## src/rtl/seq_detector_param.sv

```systemverilog
// Serial pattern detector with a programmable pattern, overlap/non-overlap
// modes, a history fill level and a saturating match counter.
module seq_detector_param #(
    parameter int SEQ_LEN = 4,
    parameter int CNT_W   = 8
) (
    input  logic                         clk,
    input  logic                         reset_n,
    input  logic                         seq_in,
    input  logic                         in_valid,
    input  logic [SEQ_LEN-1:0]           cfg_pattern,
    input  logic                         cfg_load,
    input  logic                         cfg_overlap,
    input  logic                         count_clr,
    output logic                         seq_detected,
    output logic [CNT_W-1:0]             match_count,
    output logic [$clog2(SEQ_LEN+1)-1:0] fill_level
);
    localparam int FILL_W = $clog2(SEQ_LEN + 1);

    logic [SEQ_LEN-1:0] hist_q, hist_d;
    logic [SEQ_LEN-1:0] pat_q, pat_d;
    logic               pat_vld_q, pat_vld_d;
    logic [FILL_W-1:0]  fill_q, fill_d;
    logic [CNT_W-1:0]   cnt_q, cnt_d;
    logic               det_q, det_d;

    logic               accept;
    logic [SEQ_LEN-1:0] cand;
    logic               full;
    logic               match;

    // A load wins over data on the same edge, so the bit is simply dropped.
    // pat_vld_q keeps the all-zero reset pattern from matching a zero stream
    // before any pattern has been loaded.
    always_comb begin
        accept = in_valid && !cfg_load;
        cand   = {hist_q[SEQ_LEN-2:0], seq_in};
        full   = (fill_q >= FILL_W'(SEQ_LEN - 1));
        match  = accept && pat_vld_q && full && (cand == pat_q);
    end

    // Next-state for history, pattern, fill level, counter and pulse.
    always_comb begin
        hist_d    = hist_q;
        pat_d     = pat_q;
        pat_vld_d = pat_vld_q;
        fill_d    = fill_q;
        cnt_d     = cnt_q;
        det_d     = match;

        if (accept)
            hist_d = cand;

        if (cfg_load) begin
            pat_d     = cfg_pattern;
            pat_vld_d = 1'b1;
            fill_d    = '0;
        end else if (accept) begin
            // Non-overlap restarts the fill so the matched bits cannot be reused;
            // history itself still shifts, the fill level alone gates matching.
            if (match && !cfg_overlap)
                fill_d = '0;
            else if (fill_q != FILL_W'(SEQ_LEN))
                fill_d = fill_q + FILL_W'(1);
        end

        if (count_clr)
            cnt_d = '0;
        else if (match && (cnt_q != {CNT_W{1'b1}}))
            cnt_d = cnt_q + CNT_W'(1);
    end

    // State registers with asynchronous active-low reset.
    always_ff @(posedge clk or negedge reset_n) begin
        if (!reset_n) begin
            hist_q    <= '0;
            pat_q     <= '0;
            pat_vld_q <= 1'b0;
            fill_q    <= '0;
            cnt_q     <= '0;
            det_q     <= 1'b0;
        end else begin
            hist_q    <= hist_d;
            pat_q     <= pat_d;
            pat_vld_q <= pat_vld_d;
            fill_q    <= fill_d;
            cnt_q     <= cnt_d;
            det_q     <= det_d;
        end
    end

    assign seq_detected = det_q;
    assign match_count  = cnt_q;
    assign fill_level   = fill_q;

endmodule
```

## config.mk

```make
export PLATFORM = sky130hd
export DESIGN_NAME = seq_detector_param
export DESIGN_NICKNAME = d
export VERILOG_FILES = /design/src/rtl/seq_detector_param.sv
export SDC_FILE = /design/constraint.sdc
export NUM_CORES = 1
export LEC_CHECK = 0
export CAP_MARGIN = 40
export CORE_MARGIN = 2
export CORE_UTILIZATION = 30
export DETAILED_ROUTE_END_ITERATION = 10
export PLACE_DENSITY = 0.5
export SYNTH_ARGS = -nofsm -noshare
export SYNTH_HDL_FRONTEND = slang
export SYNTH_SLANG_ARGS = --single-unit
```

## constraint.sdc

```tcl
create_clock -name clk -period 1.6 [get_ports clk]
set_input_delay 0.32 -clock clk [delete_from_list [all_inputs] [get_ports clk]]
set_output_delay 0.32 -clock clk [all_outputs]
set_load 0.05 [all_outputs]
```

==> results of run 1 <==
-- area by class of cell --
type | count | area [um2]
well taps | 46 | 57.6
flip-flops and latches | 20 | 508
multi-input cells | 69 | 639
fillers | 323 | 1560
clock buffers | 3 | 22.5
clock inverters | 1 | 30.0
inverters | 7 | 28.8
repair buffers | 47 | 519
-- flip-flops by register name (all words and copies together) (netlist names) --
register,cells
fill_level,3
hist_q,3
match_count,8
pat_q,4
pat_vld_q,1
seq_detected,1
-- worst paths after layout --
kind,startpoint,endpoint,cells past startpoint
worst max-delay path,fill_level[1],match_count[7],7
worst min-delay path,reset_n,pat_q[2],2
worst max register to register,fill_level[1],match_count[7],7
worst min register to register,pat_vld_q,pat_vld_q,1
max in group asynchronous,reset_n,match_count[3],2
min in group clk,pat_vld_q,pat_vld_q,1
-- power groups by stage --
stage	Clock (mW)	Sequential, mW	Combinational (mW)
after floorplan	0	0.588	0.0995
after global placement	0	0.572	0.209
after detailed placement	0	0.574	0.213
after CTS	0.430	0.564	0.228
after global routing	0.454	0.570	0.248
final	0.409	0.564	0.228
-- layer usage --
metal,global-route usage (%),vias up
li1,-,461
met1,17.6,444
met2,24.6,21
met3,3.93,6
met4,7.07,0
met5,0,-
-- stage by stage --
stage / power (mW) / util (%) / cell area [um2]
global placement: 0.781 / 49.7 / 1670
floorplan: 0.688 / - / 1130
detailed placement: 0.787 / 49.7 / 1670
finish: 1.20 / 53.7 / 1810
global route: 1.27 / 53.7 / 1810
CTS: 1.22 / 52.9 / 1780
-- layout by cell type (no fill, tap or decap), types with 3 or more instances in the layout --
cell type,count
dfrtp_1,14
o31ai_2,3
nor2b_1,3
mux2_2,7
nand2_1,3
inv_1,6
a21oi_1,7
clkdlybuf4s50_1,10
dfrtp_2,6
xor2_1,3
clkbuf_4,3
buf_12,11
buf_4,25
o21ai_0,5
-- logic make-up after synthesis --
logic type / share of synthesized area, %
AO/OA/AOI/OAI: 14.2
XOR/XNOR: 2.49
adder cells (fa/ha/maj): 4.75
buffers and inverters: 4.39
flip-flops: 47.4
multiplexers: 8.54
AND/OR/NAND/NOR: 18.2
-- repair_timing --
| item | in CTS | in global routing |
|---|---|---|
| setup endpoints to repair | 12 | 12 |
| hold buffers | 0 | 0 |
| cloned | 1 | 0 |
| gates resized for setup | 10 | 6 |
| pin swaps | 6 | 3 |
==> impl_metrics.env, run 1 <==
export IMPL_pre_cts_ws_ns=-0.464
export IMPL_cts_buffers=3
export IMPL_wl_per_cell_um=13.4
export IMPL_cts_buffer_depth=2
export IMPL_io_buffers=22
export IMPL_met3_length_um=94
export IMPL_clkTransAtPathRegs_ns=0.11
export IMPL_seq_area_frac_synth_pct=47.4
export IMPL_clock_sinks=20
export IMPL_vias=932
export IMPL_max_freq_ghz=0.552
export IMPL_async_flop_share_pct=100
export IMPL_dr_wl_met2_um=1240
export IMPL_synth_edf_count=0
export IMPL_hold_ws_ns=0.352
export IMPL_seqPwrFrac_pct=47.0
export IMPL_synth_main_ff_cell="dfrtp_1"
export IMPL_drt_total_wl_um=2580
export IMPL_routed_via_density=4.83
export IMPL_dpl_cell_count=188
export IMPL_worstSetupStartpointType="flip-flop"
export IMPL_cpMaxStageDelayCell="or4_4"
export IMPL_max_slew_worst_pin_slew_ns=0.428
export IMPL_relSlewSlack_pct=71.4
export IMPL_grt_max_degree=21
export IMPL_min_period_over_period_pct=113
export IMPL_fin_nets=163
export IMPL_start_util_pct=31.4
export IMPL_drive_above_1_share_pct=53.1
export IMPL_cp_end_kind="flip-flop"
export IMPL_fin_cells=193
export IMPL_vdd_ir_drop_max_v=0.000537
export IMPL_synth_common_cells="dfrtp_1, a21oi_1, mux2_2"
export IMPL_grt_usage_pct=14.7
export IMPL_antenna_left=0
export IMPL_grt_pass1_wl_um=4660
export IMPL_cts_tree="built"
export IMPL_hpwl_um=1840
export IMPL_violations="setup timing"
export IMPL_critPathArrivalTime_ns=2.04
export IMPL_slew_viol_final=0
export IMPL_synth_fp_nets=113
export IMPL_num_rows=21
export IMPL_p_switching_uw=292
export IMPL_min_period_ns=1.81
export IMPL_power_frac_comb_pct=19.0
export IMPL_cp_top_family="simple AND/OR/NAND/NOR gates"
export IMPL_swShare_pct=24.4
export IMPL_clock_skew_ns=0.00239
export IMPL_r2r_setup_slack_ns=-0.21
export IMPL_yosysMostFrequentCell="dfrtp_1"
export IMPL_root_buffer="clkbuf_4"
export IMPL_post_route_drc_count=0
export IMPL_synth_seq_cells=20
export IMPL_drt_iter0_drc=18
export IMPL_die_h_um=63.3
export IMPL_core_area_mm2=0.00336
export IMPL_die_w_um=63.3
export IMPL_syn_area_mm2=0.00105
export IMPL_grt_pass1_vias=1041
export IMPL_yosys_warnings=0
export IMPL_synthTopCellsByArea="dfrtp_1, mux2_2, ha_1, a21oi_1, o21ai_0"
export IMPL_synth_top_cell_by_area="dfrtp_1"
export IMPL_leakage_nw=0.734
export IMPL_p_int_uw=908
export IMPL_dr_pass1_iters=4
export IMPL_worst_path_most_repeated_cell="ha_4"
export IMPL_clk_latency_ns=0.30
export IMPL_crit_chain="ha_4 -> ha_4 -> a211o_1 -> and3_4 -> nand3_2 -> or4_4 -> a21oi_1"
export IMPL_synth_top_area_share_pct=47.4
export IMPL_hold_viol_final=0
export IMPL_cp_max_fo=5
export IMPL_power_density_cell_area_mw_per_mm2=665
export IMPL_die_area_mm2=0.00401
export IMPL_ioPinCount=23
export IMPL_rsz0062_at_grt="true"
export IMPL_synthCells=98
export IMPL_path_buf_inv=0
export IMPL_synth_avg_cell_area_um2=10.8
export IMPL_required_ns=1.83
export IMPL_grt_overflow_total=0
export IMPL_wl_met1_um=1160
export IMPL_cts_setup_buffers=0
export IMPL_hp_class="in2async"
export IMPL_num_antenna_cells=0
export IMPL_slowest_delay_ns=0.50
export IMPL_fin_ws_ns=-0.211
export IMPL_antenna_found_initial=0
export IMPL_path_class="reg2reg"
export IMPL_fin_setup_tns_ns=-1.66
export IMPL_setup_viol=12
export IMPL_maxCapViolations=0
export IMPL_ys_types=34
export IMPL_htreeDepth=1
export IMPL_status="finished with violations"
export IMPL_p_clk_share_pct=34.0
export IMPL_areaGrowthSynthToFinish_pct=71.2
export IMPL_top_layer="met4"
export IMPL_place_congestion=0.760
Note: power is estimated with default switching activity, not from simulation.
==> run 2: changes to the inputs <==
Settings changed: CELL_PAD_IN_SITES_DETAIL_PLACEMENT set to 1, CELL_PAD_IN_SITES_GLOBAL_PLACEMENT set to 1, HOLD_SLACK_MARGIN set to 0.08, PLACE_DENSITY 0.5 to 0.62.
==> run 2 against run 1 <==
The flow still finishes with violations (setup timing). Fmax increased by 1.2%. Sequential power about the same. Final area decreased by 1.3%. Die area unchanged. Power increased by 1.5%. Non-clock buffer count decreased by 1. Wire length increased by 14%. Critical endpoint is now fill_level[1]. Largest power group unchanged.
==> impl_metrics.env, run 2 (synthesized netlist as in run 1, its figures left out) <==
export IMPL_cp_end_kind="flip-flop"
export IMPL_leakage_nw=0.729
export IMPL_final_core_util_pct=53.0
export IMPL_grtUsageMet2_pct=30.2
export IMPL_r2r_setup_slack_ns=-0.19
export IMPL_reg2regPathDepth=8
export IMPL_antenna_found_initial=0
export IMPL_cp_top_family="compound AO/OA/AOI/OAI gates"
export IMPL_hpwl_um=2170
export IMPL_max_slew_worst_pin_slew_ns=0.505
export IMPL_antenna_left=0
export IMPL_areaGrowthSynthToFinish_pct=68.9
export IMPL_htreeDepth=1
export IMPL_p_switching_uw=311
export IMPL_start_util_pct=31.4
export IMPL_root_buffer="clkbuf_4"
export IMPL_min_period_ns=1.79
export IMPL_cpMaxStageDelayCell="dfrtp_2"
export IMPL_ioPinCount=23
export IMPL_violations="setup timing"
export IMPL_layout_commonest_cell="buf_4"
export IMPL_cts_setup_buffers=0
export IMPL_fin_ws_ns=-0.190
export IMPL_clk_latency_ns=0.31
export IMPL_setup_viol=12
export IMPL_drive_above_1_share_pct=51.4
export IMPL_die_w_um=63.3
export IMPL_grt_pass1_wl_um=5150
export IMPL_core_area_mm2=0.00336
export IMPL_grt_max_degree=21
export IMPL_relSlewSlack_pct=66.2
export IMPL_rr_startpoint="fill_level[0]"
export IMPL_min_period_over_period_pct=112
export IMPL_hold_ws_ns=0.334
export IMPL_power_density_cell_area_mw_per_mm2=684
export IMPL_p_int_uw=908
export IMPL_crit_chain="ha_4 -> ha_4 -> a211o_1 -> and3_4 -> nand3_4 -> buf_6 -> o2111ai_2 -> a21oi_1"
export IMPL_path_class="reg2reg"
export IMPL_p_clk_share_pct=34.5
export IMPL_clkTransAtPathRegs_ns=0.13
export IMPL_drt_total_wl_um=2930
export IMPL_power_frac_comb_pct=19.1
export IMPL_fin_nets=162
export IMPL_routed_via_density=4.96
export IMPL_clock_sinks=20
export IMPL_worst_path_most_repeated_cell="ha_4"
export IMPL_cts_buffer_depth=2
export IMPL_drt_iter0_drc=28
export IMPL_die_area_mm2=0.00401
export IMPL_path_buf_inv=1
export IMPL_seqPwrFrac_pct=46.4
export IMPL_die_h_um=63.3
export IMPL_grt_overflow_total=0
export IMPL_largest_reg_flops=8
export IMPL_clock_skew_ns=0.0108
export IMPL_pre_cts_ws_ns=-0.464
export IMPL_cts_tree="built"
export IMPL_max_freq_ghz=0.559
export IMPL_dr_pass1_iters=3
export IMPL_grt_usage_pct=16.8
export IMPL_post_route_drc_count=0
export IMPL_place_congestion=0.832
export IMPL_rsz0062_at_grt="true"
export IMPL_maxCapViolations=0
export IMPL_io_buffers=22
export IMPL_crit_end="fill_level[1]"
export IMPL_vias=953
export IMPL_dpl_cell_count=187
export IMPL_grt_pass1_vias=1080
export IMPL_grt_use_met3_pct=2.50
export IMPL_num_rows=21
export IMPL_wl_per_cell_um=15.3
export IMPL_hold_viol_final=0
export IMPL_crit_cells=8
export IMPL_met1_usage_pct=19.8
export IMPL_fin_cells=192
export IMPL_required_ns=1.82
export IMPL_cp_max_fo=7
export IMPL_busiest_layer="met2"
export IMPL_slowest_delay_ns=0.44
export IMPL_status="finished with violations"
export IMPL_swShare_pct=25.5
export IMPL_num_antenna_cells=0
export IMPL_regToRegEndpoint="fill_level[1]"
export IMPL_worstSetupStartpointType="flip-flop"
export IMPL_final_cell_mix="buf_4, dfrtp_1, clkdlybuf4s50_1, buf_12, mux2_2"
export IMPL_critPathArrivalTime_ns=2.01
export IMPL_startpoint="fill_level[0]"
export IMPL_vdd_ir_drop_max_v=0.000520
export IMPL_cts_buffers=3
export IMPL_slew_viol_final=0
export IMPL_hp_class="in2async"
run 2: how the worst min path moves through the flow:
stage	startpoint	to	slack, ns	cells after the start
after floorplan	reset_n	fill_level[0]	0.02	0
after global placement	pat_vld_q	pat_vld_q	0.46	1
after detailed placement	pat_vld_q	pat_vld_q	0.47	1
after CTS	reset_n	match_count[2]	0.33	2
after global routing	reset_n	match_count[2]	0.35	2
final	reset_n	pat_q[1]	0.33	2
run 2: cell type report:
type                       instances  area [um2]
timing repair buffer              46         499
clock buffer                       3        22.5
inverter                           7        28.8
sequential                        20         508
clock inverter                     1        30.0
multi-input combinational         69         636
fill                             373        1580
tap                               46        57.6
run 2: power groups by stage:
stage	Clock [mW]	Sequential [mW]	Combinational, mW
after floorplan	0	0.588	0.0995
after global placement	0	0.572	0.211
after detailed placement	0	0.576	0.217
after CTS	0.434	0.566	0.233
after global routing	0.452	0.573	0.255
final	0.420	0.566	0.233
run 2: through the flow:
stage	TNS (ns)	instance area, um2	power (mW)
2_1_floorplan	-2.42	1130	0.688
3_3_place_gp	-3.52	1650	0.784
3_5_place_dp	-4.05	1650	0.794
4_1_cts	-2.02	1760	1.23
5_1_grt	-2.80	1780	1.28
6_report	-1.86	1780	1.22
run 2: worst register-to-register path: cells and delay by family (launching register included):
kind | cells | cell delay, ns
buffers and inverters | 1 | 0.14
adders and majority gates | 2 | 0.31
AOI/OAI and AO/OA | 3 | 0.51
DFF | 1 | 0.44
and+or+nand+nor | 2 | 0.31
run 2: metal layers:
metal / vias to the layer above / wire, um
li1: 455 / -
met1: 482 / 1290
met2: 12 / 1510
met3: 4 / 70
met4: 0 / 55
met5: - / 0
run 2: timing repair:
item                                    CTS  global route
hold buffers                              0             0
cloned                                    1             0
pin swaps                                 5             2
resized for setup                         9             4
endpoints found under the setup margin   12            12
